<file path="config.mk">
export PLATFORM = sky130hd
export DESIGN_NAME = pwm_multi_ch_flat
export DESIGN_NICKNAME = d
export VERILOG_FILES = /design/src/rtl/pwm_pkg.sv /design/src/rtl/pwm_multi_ch_if.sv /design/src/rtl/pwm_timebase.sv /design/src/rtl/pwm_multi_ch.sv /design/src/flat_wrapper.sv
export SDC_FILE = /design/constraint.sdc
export NUM_CORES = 1
export LEC_CHECK = 0
export ABC_AREA = 1
export BUFFER_PORTS_ARGS = -buffer_cell sky130_fd_sc_hd__buf_2
export CAP_MARGIN = 15
export CORE_MARGIN = 8
export CORE_UTILIZATION = 36
export CTS_BUF_LIST = sky130_fd_sc_hd__clkbuf_2 sky130_fd_sc_hd__clkbuf_4 sky130_fd_sc_hd__clkbuf_8
export CTS_CLUSTER_DIAMETER = 60
export CTS_CLUSTER_SIZE = 20
export DETAILED_ROUTE_END_ITERATION = 16
export PLACE_DENSITY = 0.51
export SYNTH_ARGS = -nofsm -noshare
export SYNTH_HDL_FRONTEND = slang
export SYNTH_SLANG_ARGS = --single-unit
</file>
<file path="constraint.sdc">
create_clock -name clk_i -period 3.1 [get_ports clk_i]
set_input_delay 0 -clock clk_i [delete_from_list [all_inputs] [get_ports clk_i]]
set_output_delay 0 -clock clk_i [all_outputs]
set_load 0.02 [all_outputs]
</file>
<file path="src/rtl/pwm_pkg.sv">
// Shared types and constants for the multi-channel PWM generator.
// Provides the mode enum, default prescaler counts and width helpers.
package pwm_pkg;

    typedef enum logic {
        PWM_STD   = 1'b0,
        PWM_SERVO = 1'b1
    } pwm_mode_e;

    localparam int DEF_DIV_STD   = 10416;
    localparam int DEF_DIV_SERVO = 200000;

    // Width at which the servo threshold is evaluated without truncation.
    function automatic int servo_thr_w(input int width, input int span);
        return width + $clog2(span + 1) + 1;
    endfunction

    // Channel index width; one extra code point so out-of-range
    // channels remain expressible and can be flagged.
    function automatic int ch_w(input int n_ch);
        return $clog2(n_ch + 1);
    endfunction

endpackage

</file>
<file path="src/rtl/pwm_multi_ch_if.sv">
// Duty-write handshake bundle for pwm_multi_ch.
// Ports: valid/ch/duty from master, ready/err back from slave.
interface pwm_multi_ch_if #(
    parameter int CH_W  = 3,
    parameter int WIDTH = 7
);
    logic             valid;
    logic             ready;
    logic [CH_W-1:0]  ch;
    logic [WIDTH-1:0] duty;
    logic             err;

    modport master (
        output valid, ch, duty,
        input  ready, err
    );

    modport slave (
        input  valid, ch, duty,
        output ready, err
    );
endinterface

</file>
<file path="src/rtl/pwm_timebase.sv">
// Shared prescaler and period counter for all PWM channels.
// Ports: clk, rst, en, mode_act in; boundary (last tick of period), d out.
module pwm_timebase
    import pwm_pkg::*;
#(
    parameter int WIDTH     = 7,
    parameter int DIV_STD   = DEF_DIV_STD,
    parameter int DIV_SERVO = DEF_DIV_SERVO,
    parameter int Q_W       = 18
) (
    input  logic             clk,
    input  logic             rst,
    input  logic             en,
    input  pwm_mode_e        mode_act,
    output logic             boundary,
    output logic [WIDTH-1:0] d
);

    localparam logic [Q_W-1:0] DIV_S = Q_W'(DIV_STD);
    localparam logic [Q_W-1:0] DIV_V = Q_W'(DIV_SERVO);

    logic [Q_W-1:0] q;
    logic [Q_W-1:0] div;
    logic           tick;

    assign div      = (mode_act == PWM_SERVO) ? DIV_V : DIV_S;
    assign tick     = en & (q == div);
    assign boundary = tick & (&d);

    // Disable holds both counters at zero so a restart begins a
    // fresh period and cannot fire a boundary early.
    always_ff @(posedge clk) begin
        if (rst || !en) begin
            q <= '0;
            d <= '0;
        end else if (tick) begin
            q <= '0;
            d <= d + WIDTH'(1);
        end else begin
            q <= q + Q_W'(1);
        end
    end

endmodule

</file>
<file path="src/rtl/pwm_multi_ch.sv">
// N-channel PWM generator with shadowed duty registers and STD/SERVO modes.
// Ports: clk_i, rst_i, en_i, mode_i, wr (write handshake), pwm_o, period_end_o.
module pwm_multi_ch
    import pwm_pkg::*;
#(
    parameter int N_CH       = 4,
    parameter int WIDTH      = 7,
    parameter int DIV_STD    = DEF_DIV_STD,
    parameter int DIV_SERVO  = DEF_DIV_SERVO,
    parameter int SERVO_MIN  = 5,
    parameter int SERVO_SPAN = 5
) (
    input  logic            clk_i,
    input  logic            rst_i,
    input  logic            en_i,
    input  logic            mode_i,
    pwm_multi_ch_if.slave   wr,
    output logic [N_CH-1:0] pwm_o,
    output logic            period_end_o
);

    localparam int CH_W    = ch_w(N_CH);
    localparam int TW      = servo_thr_w(WIDTH, SERVO_SPAN);
    localparam int DIV_MAX = (DIV_STD > DIV_SERVO) ? DIV_STD : DIV_SERVO;
    localparam int Q_RAW   = $clog2(DIV_MAX + 1);
    localparam int Q_W     = (Q_RAW < 1) ? 1 : Q_RAW;

    localparam logic [WIDTH-1:0] FULL = '1;

    pwm_mode_e        mode_act;
    logic             boundary;
    logic [WIDTH-1:0] d;
    logic [WIDTH-1:0] pending [N_CH];
    logic [WIDTH-1:0] active  [N_CH];
    logic             accept;
    logic             ch_ok;
    logic [N_CH-1:0]  hit;

    pwm_timebase #(
        .WIDTH     (WIDTH),
        .DIV_STD   (DIV_STD),
        .DIV_SERVO (DIV_SERVO),
        .Q_W       (Q_W)
    ) u_tb (
        .clk      (clk_i),
        .rst      (rst_i),
        .en       (en_i),
        .mode_act (mode_act),
        .boundary (boundary),
        .d        (d)
    );

    // Writes stall only in the boundary cycle, so the shadow copy
    // into active never races a pending update.
    assign wr.ready = ~boundary;
    assign accept   = wr.valid & wr.ready;
    assign ch_ok    = wr.ch < CH_W'(N_CH);

    for (genvar g = 0; g < N_CH; g++) begin : g_ch
        logic [TW-1:0] prod;
        logic [TW-1:0] thr;
        logic          std_hit;
        logic          srv_hit;

        assign prod    = TW'(active[g]) * TW'(SERVO_SPAN);
        assign thr     = TW'(SERVO_MIN) + (prod >> WIDTH);
        assign std_hit = (d < active[g]) | (active[g] == FULL);
        assign srv_hit = TW'(d) < thr;
        assign hit[g]  = (mode_act == PWM_SERVO) ? srv_hit : std_hit;
    end

    always_ff @(posedge clk_i) begin
        if (rst_i) begin
            mode_act     <= PWM_STD;
            period_end_o <= 1'b0;
            wr.err       <= 1'b0;
            pwm_o        <= '0;
            for (int i = 0; i < N_CH; i++) begin
                pending[i] <= '0;
                active[i]  <= '0;
            end
        end else begin
            period_end_o <= boundary;
            wr.err       <= accept & ~ch_ok;
            pwm_o        <= en_i ? hit : '0;
            for (int i = 0; i < N_CH; i++) begin
                if (accept && ch_ok && wr.ch == CH_W'(i)) begin
                    pending[i] <= wr.duty;
                end
            end
            if (boundary) begin
                mode_act <= pwm_mode_e'(mode_i);
                for (int i = 0; i < N_CH; i++) begin
                    active[i] <= pending[i];
                end
            end
        end
    end

endmodule
</file>
<file path="src/flat_wrapper.sv">
// flat-port wrapper written by rule: the top's interface ports become plain ports
module pwm_multi_ch_flat import pwm_pkg::*;
#(
    parameter int N_CH       = 4,
    parameter int WIDTH      = 7,
    parameter int DIV_STD    = DEF_DIV_STD,
    parameter int DIV_SERVO  = DEF_DIV_SERVO,
    parameter int SERVO_MIN  = 5,
    parameter int SERVO_SPAN = 5
)
  (clk_i, rst_i, en_i, mode_i, pwm_o, period_end_o, wr_valid, wr_ch, wr_duty, wr_ready, wr_err);
  pwm_multi_ch_if #(.WIDTH(WIDTH)) wr_i ();
  input  logic clk_i;
  input  logic rst_i;
  input  logic en_i;
  input  logic mode_i;
  output logic [N_CH-1:0] pwm_o;
  output logic period_end_o;
  input wire logic [$bits(wr_i.valid)-1:0] wr_valid;
  input wire logic [$bits(wr_i.ch)-1:0] wr_ch;
  input wire logic [$bits(wr_i.duty)-1:0] wr_duty;
  output wire logic [$bits(wr_i.ready)-1:0] wr_ready;
  output wire logic [$bits(wr_i.err)-1:0] wr_err;
  assign wr_i.valid = wr_valid;
  assign wr_i.ch = wr_ch;
  assign wr_i.duty = wr_duty;
  assign wr_ready = wr_i.ready;
  assign wr_err = wr_i.err;
  pwm_multi_ch #(.N_CH(N_CH), .WIDTH(WIDTH), .DIV_STD(DIV_STD), .DIV_SERVO(DIV_SERVO), .SERVO_MIN(SERVO_MIN), .SERVO_SPAN(SERVO_SPAN)) u_core (.clk_i(clk_i), .rst_i(rst_i), .en_i(en_i), .mode_i(mode_i), .wr(wr_i), .pwm_o(pwm_o), .period_end_o(period_end_o));
endmodule
</file>
==> results.md, run 1 <==
- Synth Area in Compound Gates: 6.087%
- Slew margin rel.: 56.38%
- Global placement routability congestion: 0.7743
- Pwr Total: 2491 uW
- CP Class: flip-flop to flip-flop
- Dpl ws: 0.2060 ns
- Post-synthesis mux area share: 0%
- Seq cells post-synth: 88
- VDD IR max: 0.1977 mV
- CTS clk-pin slew, worst paths: 0.09 ns
- Most frequent cells in the layout: 124 x inv_1, 102 x nand2_1, 83 x nor2_1, 72 x ha_1, 56 x edfxtp_1
- Wire per inst: 12.92 um
- Max Freq: 0.3534 GHz
- Initial Util: 36.23%
- Root buf cell: clkbuf_8
- Period minus WS final: 2.830 ns
- Inserted Diodes: 0
- Filler cell count in the final layout: 1529
- Pin count of the biggest net entering global routing: 30
- CTS tree: built
- Initial antenna violation count: 0
- DRC: 0
- Synth Instances: 648
- Port bufs: 21
- Max-cap violations: 0
- Crit path DAT: 3.13 ns
- Syn_area_per_cell: 8.374 um^2
- Required @ worst endpoint: 3.40 ns
- Slowest-stage cell, CP: edfxtp_1
- Total length of routed wires: 11550 um
- Layout area overhead: 14.48%
- DP Area: 5777 um^2
- Die Wd: 138.8 um
- Placed cells: 859
- Skew-Pair Late Insertion Delay: 0.37 ns
- CTS sink cnt: 88
- Clk_skew: 0.009843 ns
- Post-synthesis sequential area ratio: 42.79%
- Final setup fails: 0
- Cell Rows: 45
- First DRT Iteration DRCs: 196
- Vias/cell: 4.659
- Simple-gate portion of the synthesized area: 22.32%
- Final #Nets: 791
- Routed Antenna Nets: 0
- Core area: 14980 um^2
- PD cells: 401.0 nW/um^2
- Setup_tns: 0 ns
- Main combinational cell family by area after synthesis: simple AND/OR/NAND/NOR gates
- Slew Viols, Final: 0
- CP max stage delay: 0.45 ns
- Flop2flop setup slack: 0.27 ns
- CP most frequent cell: nand2_1
- Die Span Y: 138.8 um
- CP Cell Sequence: ha_1 > ha_1 > nand2_1 > inv_1 > nand2_1 > nand2_1 > nand2_1 > nand2_1 > nor2_1 > nor2_1 > ha_1 > xnor2_1 > ha_1 > a21oi_2 > nand2_1 > nand2_1 > nand2_1 > a21oi_1
- Fin. Hold Viols: 0
- Run status: finished, final reports clean
- TritonCTS buffer count: 9
- Post-Synth Adder-Cell Area: 17.29%
- Cell Area, Synth: 5426 um^2
- Global-route wire length before repair: 19180 um
- Die ar.: 19260 um^2
- Ys Warns: 0
- Fin crit share: 91.29%
- Setup ws final: 0.2701 ns
- Routed via count: 4165
- Sequential cell area: 2322 um^2
- Worst-path maximum fanout: 3
- Most common cell after layout, fill and taps aside: inv_1
- Area occupied by multi-input gates: 2651 um^2
- Hpwl dp: 8655 um
- LEAKAGE: 0.003007 uW
- Grt total ovfl: 0
- Layout Cells excl Fill: 894
- # IOs: 22
- Post-synthesis xor/xnor area fraction: 1.937%
- Startpoint types: flip-flop
- Worst-margin pin slew: 0.6533 ns
- Hold Path Class: input pin to flip-flop
- Synth cell types: 28
- Pre-Repair DR Iteration Count: 4
- Design area: 6212 um^2
- GR Util All Layers: 12.29%
- Vias in the first global route: 3960
- Clock buffer depth: 2
- Share of cells above drive strength 1: 13.60%
- H-tree depth: 3
- Critical path capture point type: flip-flop
- Post-Syn Nets: 738
[flip-flops by register name (all words and copies together) (netlist names)]
name                 cells
u_core.period_end_o      1
u_core.wr.err            1
u_core.active           28
u_core.pwm_o             4
u_core.pending          28
u_core.mode_act          1
u_core.u_tb.d            7
u_core.u_tb.q           18
[final cells by class]
| class | count | share of cell area, % |
|---|---|---|
| Clock buffer | 10 | 2.115 |
| Clock inverter | 6 | 1.128 |
| Multi-Input combinational cell | 427 | 42.68 |
| Timing Repair Buffer | 46 | 5.116 |
| Tap cell | 188 | 3.787 |
| Inverter | 129 | 7.795 |
| Sequential cell | 88 | 37.38 |
[synthesized netlist by cell type]
master      n  area (um^2)
nor2_2     21        131.4
nand4_2     1        12.51
a21oi_1    42        210.2
nand4_1     8        50.05
o21ai_0    13        65.06
inv_1     125        469.2
buf_4       1        7.510
clkinv_1    2        7.510
edfxtp_1   56         1682
xnor2_1     5        43.79
o21bai_1    1        7.510
nor3_1     19        95.09
a211oi_1    1        7.510
or2_2       2        12.51
o22ai_1     4        25.02
ha_1       75        938.4
nor3_2      1        10.01
nor2_1     85        319.1
xor2_1      7        61.31
dfxtp_1    32        640.6
nand2_1   105        394.1
nand3_1    32        160.2
nor2_4      1        11.26
buf_6       2        22.52
buf_2       1        5.000
o21a_1      2        15.01
inv_2       2        7.510
nor3b_1     2        15.01
[cells by family (layout without fill, tap and decap cells)]
family / after synthesis / in the layout
DFF: 88 / 88
AOI/OAI and AO/OA: 63 / 63
xor gates and xnor gates: 12 / 12
adders and majority gates: 75 / 75
and+or+nand+nor: 277 / 277
buffers and inverters: 133 / 191
[stage by stage]
stage	util, %	hold WS [ns]
3_3_place_gp	38.57	0.2140
3_5_place_dp	38.57	0.2203
6_report	41.48	0.02399
2_1_floorplan	-	0.07549
5_1_grt	41.48	0.03422
4_1_cts	40.58	0.0009031
[timing repair]
item | in CTS | in global routing
hold buffers | 10 | 0
buffers inserted | 0 | 9
hold endpoints to repair | 17 | 0
resized for setup | 0 | 19
endpoints found under the setup margin | 0 | 3
[final timing paths]
path / from / end / cells past startpoint
setup / recovery: u_core.active[1][4]$_SDFFCE_PN0P_ / u_core.pwm_o[1]$_SDFF_PP0_ / 18
hold / removal: wr_duty[6] / u_core.pending[1][6]$_SDFFCE_PN0P_ / 3
setup reg to reg: u_core.active[1][4]$_SDFFCE_PN0P_ / u_core.pwm_o[1]$_SDFF_PP0_ / 18
hold reg to reg: u_core.u_tb.q[17]$_SDFF_PP0_ / u_core.u_tb.q[17]$_SDFF_PP0_ / 2
[where the power goes]
group          leakage (uW)  switching (uW)  internal, uW
logic               0.00211             206           144
registers          0.000793            27.0          1290
clock network      0.000100             441           385
total               0.00301             674          1820
[metal layers]
metal | part of all wire [%] | vias up | track usage (%)
li1 | - | 2199 | -
met1 | 51 | 1906 | 16.53
met2 | 45 | 50 | 18.97
met3 | 2.5 | 10 | 1.583
met4 | 1.5 | 0 | 6.355
met5 | 0 | - | 0
[worst max-delay path: cells and delay by family, from the launching register on]
family          cells  cell delay (ns)
fa+ha+maj           4             1.16
simple gates       10             0.73
flops               1             0.45
compound gates      2             0.25
xor+xnor            1             0.13
buf+inv             1             0.04
(Power assumes the default switching activity.)
==> inputs of run 2 (changes only) <==
- clock period: 3.1 -> 2.8 ns (I/O delays scaled with it)
==> run 2 against run 1 <==
  * Cell area rose by 2.5%
  * Die area did not move
  * Sequential share of layout area fell by 0.90 points
  * Clock power rose by 4.6%
  * Wire length fell by 2.0%
  * Cell count rose by 1.1%
  * Critical path type unchanged
==> results.md, run 2 (synthesis results as in run 1) <==
- VDD IR max: 0.2373 mV (+20%)
- Max-cap violations: 0 (unchanged)
- Setup_tns: 0 ns (unchanged)
- Met2 wire len: 5083 um (-2.4%)
- Worst-path maximum fanout: 3 (unchanged)
- Routed via count: 4202 (+0.89%)
- Clock share of power: 31.4% (-1.8 points)
- CTS clk-pin slew, worst paths: 0.10 ns (about the same)
- Setup ws final: 0.01913 ns (-0.2509 ns)
- Core area: 14980 um^2 (unchanged)
- TritonCTS buffer count: 9 (unchanged)
- Final #Nets: 801 (+1.3%)
- Slowest-stage cell, CP: edfxtp_1
- Switching power: 792.3 uW (+18%)
- Dpl ws: -0.04839 ns (-0.2544 ns)
- Global-route wire length before repair: 19090 um (-0.51%)
- Regs by FF count: u_core.active x28, u_core.pending x28, u_core.u_tb.q x18
- First DRT Iteration DRCs: 208 (+6.1%)
- R2R Path Start: u_core.active[2][4]$_SDFFCE_PN0P_
- Routed length on met1: 5768 um (-1.8%)
- CP most frequent cell: nand2_1
- PD cells: 431.9 nW/um^2 (+7.7%)
- Vias/cell: 4.648 (-0.23%)
- Pin count of the biggest net entering global routing: 31 (+3.3%)
- Die ar.: 19260 um^2 (unchanged)
- Top sig layer: met4
- Logic pwr share: 15.7% (+1.7 points)
- Worst R2R Path Depth: 21 (+3)
- Clock buffer depth: 2 (unchanged)
- Run status: finished, final reports clean
- CP Cell Sequence: ha_1 > ha_1 > nand2_1 > o21ai_1 > nand2_1 > nand2_2 > a21oi_2 > inv_2 > nand2_1 > inv_2 > nor2_2 > ha_1 > xnor2_1 > ha_1 > nand2_1 > inv_1 > nand2_1 > nand2_1 > nand2_1 > nand2_1 > a21oi_2
- Worst R2R End: u_core.pwm_o[2]$_SDFF_PP0_
- CP max stage delay: 0.43 ns (-0.02 ns)
- Total length of routed wires: 11320 um (-2.0%)
- Routed Antenna Nets: 0 (unchanged)
- Die Span Y: 138.8 um (unchanged)
- Root buf cell: clkbuf_8
- Initial Util: 36.23% (unchanged)
- Worst path depth: 21 (+3)
- Vias in the first global route: 4016 (+1.4%)
- GR Util All Layers: 12.17% (-0.12 points)
- # IOs: 22 (unchanged)
- Port bufs: 21 (unchanged)
- H-tree depth: 3 (unchanged)
- CTS sink cnt: 88 (unchanged)
- Start point of the critical path: u_core.active[2][4]$_SDFFCE_PN0P_
- Flop2flop setup slack: 0.02 ns (-0.25 ns)
- CP top delay family: adder cells
- Fin crit share: 99.32% (+8.0 points)
- DRC: 0 (unchanged)
- Initial antenna violation count: 0 (unchanged)
- Flop pwr share: 52.9% (about the same)
- Most frequent cells in the layout: 119 x inv_1, 95 x nand2_1, 80 x nor2_1, 69 x ha_1, 56 x edfxtp_1
- Pre-Repair DR Iteration Count: 4 (unchanged)
- HP Start: wr_duty[3]
- Setup crit end: u_core.pwm_o[2]$_SDFF_PP0_
- Worst hold margin: 0.02722 ns (+0.003228 ns)
- CP Class: flip-flop to flip-flop
- Clk_skew: 0.01060 ns (+0.0007543 ns)
- Final setup fails: 0 (unchanged)
- Cell Rows: 45 (unchanged)
- Layout area overhead: 17.29%
- Slew margin rel.: 56.57% (+0.19 points)
- Met3 Routed Length: 228 um (-22%)
- Hpwl dp: 8469 um (-2.1%)
- Crit path DAT: 3.08 ns (-0.05 ns)
- CTS tree: built
- Hold Path Class: input pin to flip-flop
- Slew Viols, Final: 0 (unchanged)
- Buf/Inv on CP: 3 (+2)
- Max Freq: 0.3596 GHz (+1.8%)
- LEAKAGE: 0.003055 uW (+1.6%)
- Worst-margin pin slew: 0.6504 ns (-0.002905 ns)
- DP Area: 5827 um^2 (+0.87%)
- Inserted Diodes: 0 (unchanged)
- Fin. Hold Viols: 0 (unchanged)
- Skew-Pair Late Insertion Delay: 0.37 ns (about the same)
- Global placement routability congestion: 0.7632 (-1.4%)
- Most common cell after layout, fill and taps aside: inv_1
- Required @ worst endpoint: 3.10 ns (-0.30 ns)
- Wire per inst: 12.52 um (-3.1%)
- Critical path capture point type: flip-flop
- Power Internal: 1957 uW (+7.7%)
- Die Wd: 138.8 um (unchanged)
- Startpoint types: flip-flop
- Sw Share: 28.82% (+1.8 points)
- Grt total ovfl: 0 (unchanged)
- RSZ-0062 raised after global routing: yes
- Design area: 6365 um^2 (+2.5%)
- Period minus WS final: 2.781 ns (-0.04908 ns)
- Share of cells above drive strength 1: 18.02% (+4.4 points)
run 2: worst min path at each step:
stage | end | slack (ns) | depth (start not counted)
after detailed placement | u_core.period_end_o$_SDFF_PP0_ | 0.22 | 2
after CTS | u_core.pending[1][6]$_SDFFCE_PN0P_ | 0.008 | 3
after global placement | u_core.period_end_o$_SDFF_PP0_ | 0.21 | 2
after global routing | u_core.pending[0][6]$_SDFFCE_PN0P_ | 0.03 | 3
final | u_core.pending[0][3]$_SDFFCE_PN0P_ | 0.03 | 3
after floorplan | u_core.period_end_o$_SDFF_PP0_ | 0.08 | 1
run 2: tightest hold or removal path, delay by kind of cell:
kind / cells / cell delay, ns
AND/OR/NAND/NOR: 1 / 0.12
buffers and inverters: 2 / 0.17
run 2: timing repair:
item	4_1_cts	5_1_grt
setup buffers	6	9
pin swaps	16	32
endpoints found under the hold margin	17	0
setup endpoints to repair	3	4
gates resized for setup	13	32
hold buffers	9	0
run 2: routing by layer:
layer | vias to the layer above | GRT usage [%]
met5 | - | 0
met4 | 0 | 5.546
met3 | 17 | 1.652
met2 | 43 | 19.38
met1 | 1914 | 16.10
li1 | 2228 | -
run 2: power by group through the flow:
stage          combinational, uW  clock [uW]  sequential [uW]
2_1_floorplan                259           0             1480
3_3_place_gp                 336           0             1490
3_5_place_dp                 359           0             1490
4_1_cts                      391         892             1450
5_1_grt                      501         933             1460
6_report                     432         864             1450
run 2: layout make-up:
cell class | count | area (um^2)
Clock inverter | 7 | 63.81
Tap cell | 188 | 235.2
Timing Repair Buffer | 56 | 402.9
Inverter | 129 | 484.2
Clock buffer | 9 | 123.9
Sequential cell | 88 | 2322
Fill cell | 1529 | 8612
Multi-Input combinational cell | 427 | 2733
run 2: stage by stage:
step | power, uW | instances | util, %
6_report | 2749 | 904 | 42.50
3_3_place_gp | 1822 | 864 | 38.91
3_5_place_dp | 1845 | 864 | 38.91
5_1_grt | 2895 | 904 | 42.50
2_1_floorplan | 1740 | 648 | -
4_1_cts | 2738 | 895 | 41.29
